[src/rtl/mac_accum.sv]
// Block-length accumulator behind the 8x8 multiplier: sums i_len products into an
// ACC_W-bit sum with valid/ready output. Define MAC_ACCUM_SAT_EN to clamp instead of wrap.
module mac_accum #(
  parameter int ACC_W = 24,
  parameter int LEN_W = 8
) (
  input  logic             i_clk,
  input  logic             i_rst_n,
  input  logic             i_start,
  input  logic [LEN_W-1:0] i_len,
  input  logic             i_in_valid,
  input  logic [15:0]      i_in_data,
  output logic             o_busy,
  output logic             o_out_valid,
  input  logic             i_out_ready,
  output logic [ACC_W-1:0] o_out_data,
  output logic             o_ovf
);

  localparam logic [1:0] ST_IDLE  = 2'd0;
  localparam logic [1:0] ST_ACCUM = 2'd1;
  localparam logic [1:0] ST_DONE  = 2'd2;

  logic [1:0]       r_state;
  logic [LEN_W-1:0] r_len;
  logic [LEN_W-1:0] r_cnt;
  logic [ACC_W-1:0] r_acc;
  logic [ACC_W-1:0] r_out_data;
  logic             r_out_valid;
  logic             r_ovf;
  logic             r_busy;

  logic [ACC_W:0]   w_sum;
  logic             w_carry;
  logic [ACC_W-1:0] w_acc_nxt;
  logic [LEN_W-1:0] w_cnt_nxt;

  // One extra bit so the carry out flags overflow.
  assign w_sum     = {1'b0, r_acc} + {{(ACC_W+1-16){1'b0}}, i_in_data};
  assign w_carry   = w_sum[ACC_W];
  assign w_cnt_nxt = r_cnt + {{(LEN_W-1){1'b0}}, 1'b1};

`ifdef MAC_ACCUM_SAT_EN
  // Once clamped, any further nonzero add carries again, so the sum stays pinned.
  assign w_acc_nxt = w_carry ? {ACC_W{1'b1}} : w_sum[ACC_W-1:0];
`else
  assign w_acc_nxt = w_sum[ACC_W-1:0];
`endif

  always_ff @(posedge i_clk or negedge i_rst_n) begin
    if (!i_rst_n) begin
      r_state     <= ST_IDLE;
      r_len       <= '0;
      r_cnt       <= '0;
      r_acc       <= '0;
      r_out_data  <= '0;
      r_out_valid <= 1'b0;
      r_ovf       <= 1'b0;
      r_busy      <= 1'b0;
    end else begin
      case (r_state)
        ST_IDLE: begin
          if (i_start && (i_len != '0)) begin
            r_len   <= i_len;
            r_acc   <= '0;
            r_cnt   <= '0;
            r_ovf   <= 1'b0;
            r_busy  <= 1'b1;
            r_state <= ST_ACCUM;
          end
        end
        ST_ACCUM: begin
          if (i_in_valid) begin
            r_acc <= w_acc_nxt;
            r_cnt <= w_cnt_nxt;
            if (w_carry) r_ovf <= 1'b1;
            if (w_cnt_nxt == r_len) begin
              r_out_data  <= w_acc_nxt;
              r_out_valid <= 1'b1;
              r_state     <= ST_DONE;
            end
          end
        end
        ST_DONE: begin
          if (i_out_ready) begin
            r_out_valid <= 1'b0;
            r_busy      <= 1'b0;
            r_state     <= ST_IDLE;
          end
        end
        default: begin
          r_state <= ST_IDLE;
        end
      endcase
    end
  end

  assign o_busy      = r_busy;
  assign o_out_valid = r_out_valid;
  assign o_out_data  = r_out_data;
  assign o_ovf       = r_ovf;

endmodule

[config.mk]
export PLATFORM = sky130hd
export DESIGN_NAME = mac_accum
export DESIGN_NICKNAME = d
export VERILOG_FILES = /design/src/rtl/mac_accum.sv
export SDC_FILE = /design/constraint.sdc
export NUM_CORES = 1
export LEC_CHECK = 0
export CAP_MARGIN = 20
export CORE_ASPECT_RATIO = 0.5
export CORE_MARGIN = 5
export CORE_UTILIZATION = 23
export CTS_CLUSTER_SIZE = 30
export DETAILED_ROUTE_END_ITERATION = 8
export PLACE_DENSITY_LB_ADDON = 0.12
export SETUP_SLACK_MARGIN = 0.02
export SLEW_MARGIN = 20
export SYNTH_ARGS = -nofsm -noshare
export SYNTH_HDL_FRONTEND = slang
export SYNTH_SLANG_ARGS = --single-unit
[constraint.sdc]
create_clock -name i_clk -period 4.1 [get_ports i_clk]
set_clock_uncertainty 0.05 [all_clocks]
set_input_delay 0.82 -clock i_clk [delete_from_list [all_inputs] [get_ports i_clk]]
set_output_delay 0.82 -clock i_clk [all_outputs]
set_load 0.02 [all_outputs]
Yosys cells after proc, flatten, opt, wreduce, memory -nomap -nowiden
Index checks and enable logic that the tools add are counted.
W data, S select, Z words.
{"block": "totals", "register_bits": 69, "input_bits": 29, "out_inout_bits": 27, "word_cells": 52}
{"block": "op_classes", "add_sub_neg": 2, "n_eq_ne": 8, "muxes": 21, "n_reduce_logical": 13}
{"operator": "$mux W24", "n": 2}
{"operator": "$pmux W24 S2", "n": 1}
{"operator": "$add A24 B16 Y25", "n": 1}
{"operator": "$mux W8", "n": 2}
{"operator": "$pmux W8 S2", "n": 1}
{"operator": "$reduce_and A4 Y1", "n": 3}
{"operator": "$ne A2 B2 Y1 const B", "n": 5}
{"operator": "$reduce_and A3 Y1", "n": 3}
{"operator": "$add A8 B1 Y8 const B", "n": 1}
{"operator": "$eq A8 B8 Y1", "n": 1}
{"operator": "$mux W2", "n": 4}
{"operator": "$reduce_bool A8 Y1", "n": 1}
{"operator": "$mux W1", "n": 7}
{"operator": "$pmux W1 S2", "n": 3}
{"operator": "$pmux W2 S3", "n": 1}
{"operator": "$reduce_bool A2 Y1", "n": 3}
{"operator": "$eq A2 B1 Y1 const B", "n": 1}
{"operator": "$eq A2 B2 Y1 const B", "n": 1}
{"operator": "$logic_not A2 Y1", "n": 1}
{"operator": "$reduce_and A2 Y1", "n": 1}
{"operator": "$logic_and A1 B1 Y1", "n": 1}

Logic depth before layout (Yosys ltp)
{"block": "depth", "word_depth": 5, "depth_mapped": 9}

Least setup slack after synthesis
Ideal clock, no wire load.
{"block": "synth_timing", "kind": "input to register", "start": "input i_in_data[0]", "end": "register r_out_data[20], in the netlist o_out_data[20]", "setup_ns": 0.125, "arrival_ns": 2.876, "t_required_ns": 3.925, "slack_ns": 1.048, "path_stages": 9, "n_path_buf": 0, "path_cell_list": "ha_1 -> fa_1 -> a21o_1 -> a221o_1 -> a32oi_2 -> o21bai_1 -> nand3_1 -> xnor2_1 -> mux2_4"}
{"block": "synth_between", "elab_chain_len": 1}
{"item": "from (decl)", "line": "12", "source": "input logic [15:0] i_in_data,"}
{"item": "$add A24 B16 Y25", "line": "39", "source": "assign w_sum = {1'b0, r_acc} + {{(ACC_W+1-16){1'b0}}, i_in_data};"}
{"item": "to (signal assigned)", "line": "78", "source": "r_out_data <= w_acc_nxt;"}
{"item": "to (decl)", "line": "28", "source": "logic [ACC_W-1:0] r_out_data;"}
No other way between the ends.
A chain may end at the register's enable or synchronous reset.

Final worst setup path
Same ends and word-level chain as after synthesis.

==> flow_metrics.tcl <==
set metrics [dict create \
    result_of_the_run "complete, no violations" \
    critical_path.endpoint_type "flip-flop" \
    setup_repair_after_global_routing_missed_its_margin "no" \
    max-cap-violations 0 \
    startpoint "i_in_data[0]" \
    post_cts_buffers 0 \
    seq_area_frac_synth_pct 43.9 \
    tritoncts_num_sinks 69 \
    wirelength_um 10300 \
    finalWeightedCongestion 0.780 \
    final.fill_count 1750 \
    synth_edf_count 0 \
    route.detailed.wl_per_inst_um 15.7 \
    synthesis.yosys.warnings 0 \
    post-route-min-period_ns 3.41 \
    critPathMaxStageDelay_ns 0.41 \
    grt_overflow 0 \
    p_per_area_nw_per_um2 646 \
    coreArea_um2 16600 \
    postSynthRegisterBits 69 \
    max_slew_violation_total_from_the_final_report 0 \
    vias_per_instance 4.58 \
    final.setup.worst_slack_ns 0.688 \
    crit_path_end "o_out_data[20]" \
    cts_htree_levels 3 \
    finalSetupTns_ns 0 \
    die_width_um 195 \
    dp_hpwl_um 7240 \
    first_iter_violations 146 \
    synth_top_cell_by_area "sky130_fd_sc_hd__dfrtp_1" \
    synth_cells 374 \
    worstPathMaxFanout 9 \
    switching_power_w 0.00121 \
    synthToLayoutAreaGrowth_pct 27.6 \
    grt_max_degree 70 \
    route.vias.total 3023 \
    power.combinational.fraction_pct 43.1 \
    pre_cts_ws_ns 0.310 \
    first_global_vias 3188 \
    antenna_violation_net_count_after_detailed_routing 0 \
    pwr-share-seq_pct 32.3 \
    crit_chain "clkdlybuf4s50_1 -> ha_1 -> fa_1 -> a21o_1 -> a221o_1 -> a32oi_2 -> o21bai_1 -> nand3_1 -> xnor2_1 -> mux2_4" \
    finish.net_count 476 \
    worstMarginPinSlew_ns 0.936 \
    fmaxAchievable_mhz 293 \
    cts.hold.buffers_added 0 \
    critPathLaunchType "input port" \
    final_layout_size_suffix_gt1_share_pct 12.7 \
    vdd_ir_drop_max_mv 0.214 \
    synthDominantCellAreaShare_pct 43.9 \
    sw_frac_of_total_pct 37.1 \
    timing.final.crit_share_pct 83.2 \
    dieHeight_um 103 \
    tritoncts "yes" \
    top_usage_layer "met2" \
    fin_hold_ws_ns 0.456 \
    final_hold_viol_count 0 \
    synth_area_um2 3940 \
    globalRouteMet2Util_pct 17.1 \
    critical_path_required_ns 4.27 \
    rr_startpoint "r_cnt[0]" \
    post_synth.cell_area_avg_um2 10.5 \
    cpMaxStageDelayCell "sky130_fd_sc_hd__clkdlybuf4s50_1" \
    area_contributors_post_synth "sky130_fd_sc_hd__dfrtp_1 44%, sky130_fd_sc_hd__ha_1 5.4%, sky130_fd_sc_hd__mux2_4 5.0%" \
    syn_nets 421 \
    timing.setup.critical_path_class "in -> reg" \
    numPortBuffers 55 \
    reg2reg_setup_slack_ns 1.03 \
    wire_length_of_the_first_global_routing_pass_um 17200 \
    antenna_found_initial 0 \
    clockBufferDepth 2 \
    ys.flop_type "sky130_fd_sc_hd__dfrtp_1" \
    ys_async_sr_fraction_pct 100 \
    arrival_ns 3.58 \
    ctsResizeCount 0 \
    global_route.usage.met3_pct 3.92 \
    gr-usage-all-layers_pct 10.9 \
    setup-violations-final 0 \
    internal_power_w 0.00204 \
    i_o_pins 56 \
    worst_skew_pair.late_latency_ns 0.34 \
    root_buffer "sky130_fd_sc_hd__clkbuf_16" \
    clock_pin_slew_on_the_worst_setup_and_hold_paths_ns 0.06 \
    detailedRoute.firstPassIterationCount 4 \
    cts_made_buffers 9 \
    rr_worst_depth 8 \
    initial_utilization_pct 23.7 \
    synth_cell_type_count 54 \
    timing.slew.headroom_pct 37.6 \
    floorplan_row_count 33 \
    grtUsageMet1_pct 14.6 \
    diodes 0 \
    p_clk_share_pct 24.6 \
    total_leakage_power_nw 2.20 \
    dieArea_um2 20000 \
    hp-class "reg -> reg" \
    r2r-end "o_out_data[0]" \
    remaining_drc_errors 0 \
]
-- cell usage after synthesis, types with 2 or more instances --
library cell and number:
sky130_fd_sc_hd__o31ai_1 5, sky130_fd_sc_hd__ha_1 17, sky130_fd_sc_hd__a31oi_1 9, sky130_fd_sc_hd__and2_1 4
sky130_fd_sc_hd__o21ai_0 29, sky130_fd_sc_hd__nand2b_1 4, sky130_fd_sc_hd__mux2_4 13, sky130_fd_sc_hd__inv_1 10
sky130_fd_sc_hd__nand3_1 18, sky130_fd_sc_hd__or3_1 2, sky130_fd_sc_hd__a22o_1 13, sky130_fd_sc_hd__o22ai_1 2
sky130_fd_sc_hd__nand4_1 3, sky130_fd_sc_hd__nor2b_1 3, sky130_fd_sc_hd__a31o_2 2, sky130_fd_sc_hd__nand2_1 23
sky130_fd_sc_hd__nor3b_1 3, sky130_fd_sc_hd__o21bai_1 5, sky130_fd_sc_hd__clkbuf_1 10, sky130_fd_sc_hd__a21oi_1 20
sky130_fd_sc_hd__and3_1 5, sky130_fd_sc_hd__xor2_1 11, sky130_fd_sc_hd__dfrtp_1 69, sky130_fd_sc_hd__a21o_1 7
sky130_fd_sc_hd__xnor2_1 19, sky130_fd_sc_hd__mux2i_1 7, sky130_fd_sc_hd__nor4_1 4, sky130_fd_sc_hd__nor2_1 16
sky130_fd_sc_hd__mux2_2 14, sky130_fd_sc_hd__o41ai_1 2, sky130_fd_sc_hd__buf_6 2
-- metal layers --
layer	part of all wire, %	vias to the layer above
met5	0	-
met4	0.92	0
met3	3.6	6
met2	44	43
met1	51	1480
li1	-	1494
-- cell type report --
type / count / area [um2] / area share [%]
multi-input cells: 281 / 2100 / 41.9
clock inverters: 4 / 47.5 / 0.947
repair buffers: 58 / 571 / 11.4
inverters: 10 / 37.5 / 0.747
flip-flops and latches: 69 / 1730 / 34.4
well taps: 227 / 284 / 5.66
clock buffers: 11 / 253 / 5.03
-- worst max-delay path, delay by kind of cell --
kind / cells / cell delay, ns
buf+inv: 1 / 0.41
compound gates: 4 / 1.15
simple gates: 1 / 0.22
fa+ha+maj: 2 / 0.64
xor+xnor: 1 / 0.08
mux: 1 / 0.26
-- sequential cells by signal, summed over array words and instances (netlist names) --
name / cells
o_busy: 1
o_out_data: 24
o_out_valid: 1
o_ovf: 1
r_acc: 24
r_cnt: 8
r_len: 8
r_state: 2
-- cells in the final DEF, fill, tap and decap left out, drive strengths merged, types with 4 or more instances in the layout --
cell type and count:
dfrtp 69, clkdlybuf4s50 54, o21ai 29, mux2 27
nand2 24, a21oi 20, xnor2 19, nand3 19
ha 17, nor2 16, a22o 13, xor2 11
clkbuf 11, inv 10, a31oi 9, a21o 7
mux2i 7, o31ai 5, and3 5, o21bai 5
nor4 4, and2 4, nand2b 4, buf 4
-- worst min path at each step --
stage                  startpoint            end  slack (ns)  depth (start not counted)
finish              o_out_data[1]  o_out_data[1]        0.46                          1
global route             r_acc[3]       r_acc[3]        0.48                          1
CTS                      r_acc[3]       r_acc[3]        0.46                          1
detailed placement          o_ovf          o_ovf        0.44                          2
global placement            o_ovf          o_ovf        0.44                          2
floorplan                r_cnt[7]       r_cnt[7]        0.42                          1
-- metrics by stage --
stage	instances	area, um2	utilization (%)	power (W)
6_report	660	5020	30.3	0.00325
2_1_floorplan	374	3940	-	0.00206
5_1_grt	660	5020	30.3	0.00352
4_1_cts	660	5020	30.3	0.00331
3_5_place_dp	645	4720	28.4	0.00248
3_3_place_gp	645	4720	28.4	0.00249
-- power groups by stage --
stage                     clock [W]  combinational, W  sequential (W)
final                      0.000799           0.00140         0.00105
after floorplan                   0          0.000996         0.00106
after detailed placement          0           0.00142         0.00106
after global routing       0.000866           0.00157         0.00108
after CTS                  0.000834           0.00143         0.00105
after global placement            0           0.00142         0.00106
-- cells by family after synthesis --
kind of cell / Yosys count / share of synthesized area [%]
AND/OR/NAND/NOR: 92 / 11.9
adder cells (fa/ha/maj): 18 / 5.91
AO/OA/AOI/OAI: 107 / 18.2
buffers and inverters: 24 / 2.73
flip-flops: 69 / 43.9
XOR/XNOR: 30 / 6.67
multiplexers: 34 / 10.7
Note: power is estimated with default switching activity, not from simulation.
